`src/rtl/or_reduce_pkg.sv`:
```
// Constant helpers shared by the pipelined OR reducer: tree depth, per-level
// widths and bit offsets into the flattened tree bus, index width.
package or_reduce_pkg;

   // Capture-register update selected by sticky_en / clear.
   typedef enum logic [1:0] {
      CAP_TRACK = 2'd0,
      CAP_ACCUM = 2'd1,
      CAP_CLEAR = 2'd2
   } cap_mode_e;

   function automatic int ceil_div(input int a, input int b);
      return (a + b - 1) / b;
   endfunction

   // Smallest k with fan_in**k >= n; 0 for a single input.
   function automatic int levels_for(input int n, input int fan_in);
      int k;
      int span;
      k    = 0;
      span = 1;
      while (span < n) begin
         span = span * fan_in;
         k    = k + 1;
      end
      return k;
   endfunction

   function automatic int idx_width(input int n);
      return (n <= 1) ? 1 : $clog2(n);
   endfunction

   // Width of tree level lvl; level 0 is the capture vector itself.
   function automatic int level_width(input int n, input int fan_in, input int lvl);
      int w;
      w = n;
      for (int i = 0; i < lvl; i++) begin
         w = ceil_div(w, fan_in);
      end
      return w;
   endfunction

   // Bit offset of level lvl inside a bus holding levels 0..LEVELS back to back.
   function automatic int level_offset(input int n, input int fan_in, input int lvl);
      int off;
      off = 0;
      for (int i = 0; i < lvl; i++) begin
         off = off + level_width(n, fan_in, i);
      end
      return off;
   endfunction

endpackage

```
`src/rtl/or_tree_level.sv`:
```
// One registered level of the OR tree: groups of FAN_IN inputs, the last
// group zero-padded, each group ORed into one flop.
module or_tree_level
   import or_reduce_pkg::*;
#(
   parameter  int IN_W   = 8,
   parameter  int FAN_IN = 4,
   localparam int OUT_W  = ceil_div(IN_W, FAN_IN)
) (
   input  logic             clk,
   input  logic             rst_n,
   input  logic [IN_W-1:0]  d,
   output logic [OUT_W-1:0] q
);

   localparam int PAD_W = OUT_W * FAN_IN;

   logic [PAD_W-1:0] padded;
   logic [OUT_W-1:0] or_d;

   always_comb begin
      // NOTE: every variable assigned here gets a default first so no path can infer a latch.
      padded            = '0;
      or_d              = '0;
      padded[IN_W-1:0]  = d;
      for (int g = 0; g < OUT_W; g++) begin
         or_d[g] = |padded[g*FAN_IN +: FAN_IN];
      end
   end

   always_ff @(posedge clk or negedge rst_n) begin
      if (!rst_n) begin
         q <= '0;
      end else begin
         q <= or_d;
      end
   end

endmodule

```
`src/rtl/or_reduce_pipe.sv`:
```
// Pipelined N-to-1 OR reduction of synchronised flags with enable mask,
// sticky capture, rising-edge pulse and lowest-set-index aligned to out.
module or_reduce_pipe
   import or_reduce_pkg::*;
#(
   parameter  int NUM_INPUTS = 8,
   parameter  int FAN_IN     = 4,
   localparam int LEVELS     = levels_for(NUM_INPUTS, FAN_IN),
   localparam int IDX_W      = idx_width(NUM_INPUTS)
) (
   input  logic                  clk,
   input  logic                  rst_n,
   input  logic [NUM_INPUTS-1:0] in_bits,
   input  logic [NUM_INPUTS-1:0] mask,
   input  logic                  sticky_en,
   input  logic                  clear,
   output logic                  out,
   output logic                  out_rise,
   output logic [IDX_W-1:0]      first_idx
);

   // Levels 0..LEVELS packed back to back; the last level is one bit wide.
   localparam int TREE_W = level_offset(NUM_INPUTS, FAN_IN, LEVELS) + 1;

   cap_mode_e             cap_mode;
   logic [NUM_INPUTS-1:0] masked;
   logic [NUM_INPUTS-1:0] cap;
   logic [NUM_INPUTS-1:0] cap_d;
   logic [TREE_W-1:0]     tree_bus;
   logic [IDX_W-1:0]      idx_now;
   logic                  out_prev;

   assign masked = in_bits & mask;

   always_comb begin
      cap_mode = CAP_TRACK;
      if (sticky_en) begin
         cap_mode = clear ? CAP_CLEAR : CAP_ACCUM;
      end
   end

   // Clear beats any bit arriving in the same cycle.
   always_comb begin
      cap_d = masked;
      case (cap_mode)
         CAP_ACCUM: cap_d = cap | masked;
         CAP_CLEAR: cap_d = '0;
         default:   cap_d = masked;
      endcase
   end

   always_ff @(posedge clk or negedge rst_n) begin
      if (!rst_n) begin
         cap <= '0;
      end else begin
         // NOTE: non-blocking assignment so every register samples pre-edge values.
         cap <= cap_d;
      end
   end

   assign tree_bus[NUM_INPUTS-1:0] = cap;

   for (genvar l = 0; l < LEVELS; l++) begin : g_level
      localparam int W_IN  = level_width(NUM_INPUTS, FAN_IN, l);
      localparam int W_OUT = level_width(NUM_INPUTS, FAN_IN, l + 1);
      localparam int O_IN  = level_offset(NUM_INPUTS, FAN_IN, l);
      localparam int O_OUT = level_offset(NUM_INPUTS, FAN_IN, l + 1);

      or_tree_level #(
         .IN_W   (W_IN),
         .FAN_IN (FAN_IN)
      ) u_level (
         .clk   (clk),
         .rst_n (rst_n),
         .d     (tree_bus[O_IN +: W_IN]),
         .q     (tree_bus[O_OUT +: W_OUT])
      );
   end

   assign out = tree_bus[TREE_W-1];

   // Lowest set index wins: scan downward so the last hit is the smallest.
   always_comb begin
      idx_now = '0;
      for (int i = NUM_INPUTS - 1; i >= 0; i--) begin
         if (cap[i]) begin
            idx_now = IDX_W'(i);
         end
      end
   end

   if (LEVELS == 0) begin : g_idx_direct
      assign first_idx = idx_now;
   end else begin : g_idx_delay
      logic [IDX_W-1:0] idx_q [LEVELS];

      always_ff @(posedge clk or negedge rst_n) begin
         if (!rst_n) begin
            // NOTE: this small delay line is reset element by element so stale indices never surface after reset.
            for (int s = 0; s < LEVELS; s++) begin
               idx_q[s] <= '0;
            end
         end else begin
            idx_q[0] <= idx_now;
            for (int s = 1; s < LEVELS; s++) begin
               idx_q[s] <= idx_q[s-1];
            end
         end
      end

      assign first_idx = idx_q[LEVELS-1];
   end

   always_ff @(posedge clk or negedge rst_n) begin
      if (!rst_n) begin
         out_prev <= 1'b0;
      end else begin
         out_prev <= out;
      end
   end

   assign out_rise = out & ~out_prev;

endmodule

```
`config.mk`:
```
export PLATFORM = sky130hd
export DESIGN_NAME = or_reduce_pipe
export DESIGN_NICKNAME = d
export VERILOG_FILES = /design/src/rtl/or_reduce_pkg.sv /design/src/rtl/or_tree_level.sv /design/src/rtl/or_reduce_pipe.sv
export SDC_FILE = /design/constraint.sdc
export NUM_CORES = 1
export LEC_CHECK = 0
export CORE_MARGIN = 2
export CORE_UTILIZATION = 45
export CTS_CLUSTER_SIZE = 8
export DETAILED_ROUTE_END_ITERATION = 8
export PLACE_DENSITY = 0.78
export SETUP_SLACK_MARGIN = 0.15
export SYNTH_ARGS = -nofsm -noshare
export SYNTH_HDL_FRONTEND = slang
export SYNTH_HIERARCHICAL = 1
export SYNTH_SLANG_ARGS = --single-unit
```
`constraint.sdc`:
```
create_clock -name clk -period 1.82 [get_ports clk]
set_input_delay 0.364 -clock clk [delete_from_list [all_inputs] [get_ports clk]]
set_output_delay 0.364 -clock clk [all_outputs]
set_load 0.05 [all_outputs]
```
==> summary.txt <==
Synthesis
  • Syn Area/Cell: 12.5 µm²
  • Number of synthesized register bits: 18
  • Synthesized netlist net count: 75
  • Synth area leader: dfrtp_1
  • Post-synth top area share: 65.5%
  • Seq/Total Area, Yosys: 65.5%
  • Synth Warn #: 6
  • Mapped Cells: 55
  • Cell Area, Synth: 688 µm²
  • Synth area leaders: dfrtp_1, a22oi_1, nor2_1, buf_4, buf_6
  • Synth cell types: 17

Setup path
  • Critical path's slowest cell: dlygate4sd2_1
  • Crit Path Category: register to output port
  • Critical path data arrival time: 1130 ps
  • Worst Path Max Fanout: 1
  • Worst Setup Start Kind: register
  • Delay-heaviest family, CP: buffers and inverters
  • Max stage delay on crit path: 520 ps
  • CP cell instances: dlygate4sd2_1
  • CP required: 1460 ps
  • Critical Path Sink Type: output port
  • Bufs and invs on worst path: 1

GRT
  • Vias in the first global route: 466
  • First-pass GRT wire length: 1.86 mm
  • Initial antenna violation count: 0
  • Global-route usage over all layers: 14.1%
  • Pin count of the biggest net entering global routing: 19
  • GRT overflow: 0

Die
  • Die ar.: 0.00186 mm²
  • Row cnt: 14
  • Die Span Y: 43.1 µm
  • Die width: 43.1 µm
  • Starting density of the core: 46.8%
  • Core area: 0.00147 mm²
  • I/O Pins: 25

Clock network
  • Htree depth: 1
  • Root Driver: clkbuf_4
  • Reg clk slew, reported paths: 90 ps
  • CTS Buffer Depth: 2
  • CTS tree: done
  • CTS sink cnt: 18
  • Num CTS Buffers: 3
  • Clk_lat worst skew: 290 ps

Layout
  • Nets@finish: 100
  • Ant. Diodes: 0
  • Area added between synthesis and finish: 36.7%
  • Sequential cell area: 450 µm²
  • Most common cell after layout, fill and taps aside: clkdlybuf4s50_1
  • Fillers: 118
  • Fraction of layout cells with a size suffix above 1: 11.4%
  • Area of the multi-input gates: 191 µm²
  • Leading cell types in the layout, fill and taps excluded: clkdlybuf4s50_1, dfrtp_1, nor2_1

STA
  • Clock skew: 0.873 ps
  • Slew Limit Headroom: 67.7%
  • Final hold violation count: 0
  • Crit path time final: 1500 ps
  • Final TNS setup: 0 ps
  • Pins Over Slew Limit: 0
  • Slew at the pin closest to its max-slew limit: 486 ps
  • PnR worst setup slack: 322 ps
  • Max Fclk: 0.668 GHz
  • Final setup fails: 0
  • Tcrit/Tclk final: 82.3%
  • RSZ-0062 raised after global routing: false

Route
  • Starting DRT DRC Count: 5
  • Via/cell ratio: 5.29
  • # DRC: 0
  • Avg WL per Cell: 11.2 µm
  • Overall routed net length: 1.07 mm
  • Vias: 503
  • Drt pass-1 iters: 4
  • Antenna Nets Post-Route: 0

Flow run
  • Number of max-cap violations: 0

Placement
  • Port bufs: 24
  • GP Congestion: 0.789
  • HPWL after DPL: 810 µm
  • Post-Place Worst Slack: 338 ps

Hold path
  • Worst hold path class: register to register

Pwr
  • Power Density: 926 mW/mm²
  • Peak supply drop: 0.000618 V
  • Leakage power: 0.420 nW

Status
  • Status: completed
flip-flops by register name, indices dropped and copies added (netlist names):
name	cells
g_level.u_level/q	3
g_idx_delay.idx_q	3
cap	8
first_idx	3
out_prev	1
worst paths after layout:
kind | from | slack [ps] | depth (start not counted) | end
setup / recovery | first_idx[2] | 320 | 1 | first_idx[2]
hold / removal | g_idx_delay.idx_q[5] | 360 | 0 | first_idx[2]
setup reg to reg | cap[5] | 740 | 1 | g_level[0].u_level/q[1]
hold reg to reg | g_idx_delay.idx_q[5] | 360 | 0 | first_idx[2]
max in group asynchronous | rst_n | 1250 | 2 | g_level[1].u_level/q
min in group asynchronous | rst_n | 380 | 2 | cap[7]
power by group:
| group | internal, mW | total, mW | leakage [nW] | switching [mW] |
|---|---|---|---|---|
| clock | 0.122 | 0.237 | 0.0210 | 0.115 |
| sequential | 0.443 | 0.467 | 0.218 | 0.0242 |
| combinational | 0.0777 | 0.167 | 0.181 | 0.0896 |
| total | 0.643 | 0.871 | 0.420 | 0.228 |
routing by layer:
layer	GRT usage, %	routed length, µm	vias to the layer above
met2	23.6	535	24
li1	-	-	243
met5	0	0	-
met1	14.3	396	232
met3	6.81	109	4
met4	7.27	24	0
cells in the mapped netlist:
| cell type | n |
|---|---|
| a211oi_1 | 1 |
| a21oi_1 | 1 |
| a22oi_1 | 8 |
| and2_4 | 1 |
| buf_4 | 3 |
| buf_6 | 2 |
| dfrtp_1 | 18 |
| inv_1 | 1 |
| nor2_1 | 10 |
| nor2b_1 | 2 |
| nor4_1 | 1 |
| nor4b_1 | 1 |
| o21ai_0 | 1 |
| o21bai_1 | 1 |
| o41ai_1 | 1 |
| or2_1 | 1 |
| or4_1 | 2 |
area by class of cell:
cell class,instances,share of cell area (%)
Sequential cell,18,47.9
Timing Repair Buffer,25,25.4
Multi-Input combinational cell,31,20.3
Clock buffer,4,3.86
Tap cell,16,2.13
Inverter,1,0.399
metrics by stage:
stage / std cells / hold slack (ps) / util (%) / instance area [µm²] / power (mW)
finish: 95 / 356 / 63.9 / 941 / 0.871
floorplan: 55 / 68.4 / - / 691 / 0.584
global route: 95 / 364 / 63.9 / 941 / 0.919
global placement: 91 / 332 / 61.7 / 908 / 0.647
detailed placement: 91 / 335 / 61.7 / 908 / 0.652
CTS: 95 / 351 / 63.9 / 941 / 0.883
cells by family after synthesis:
| family | share of synthesized area, % |
|---|---|
| simple gates | 13.8 |
| buf+inv | 7.09 |
| compound gates | 13.6 |
| flops | 65.5 |
what timing repair did:
item / in CTS / in global routing
hold buffers: 0 / 0
resized for setup: 3 / 0
endpoints found under the setup margin: 3 / 0
setup buffers: 0 / 0
(Power assumes the default switching activity.)
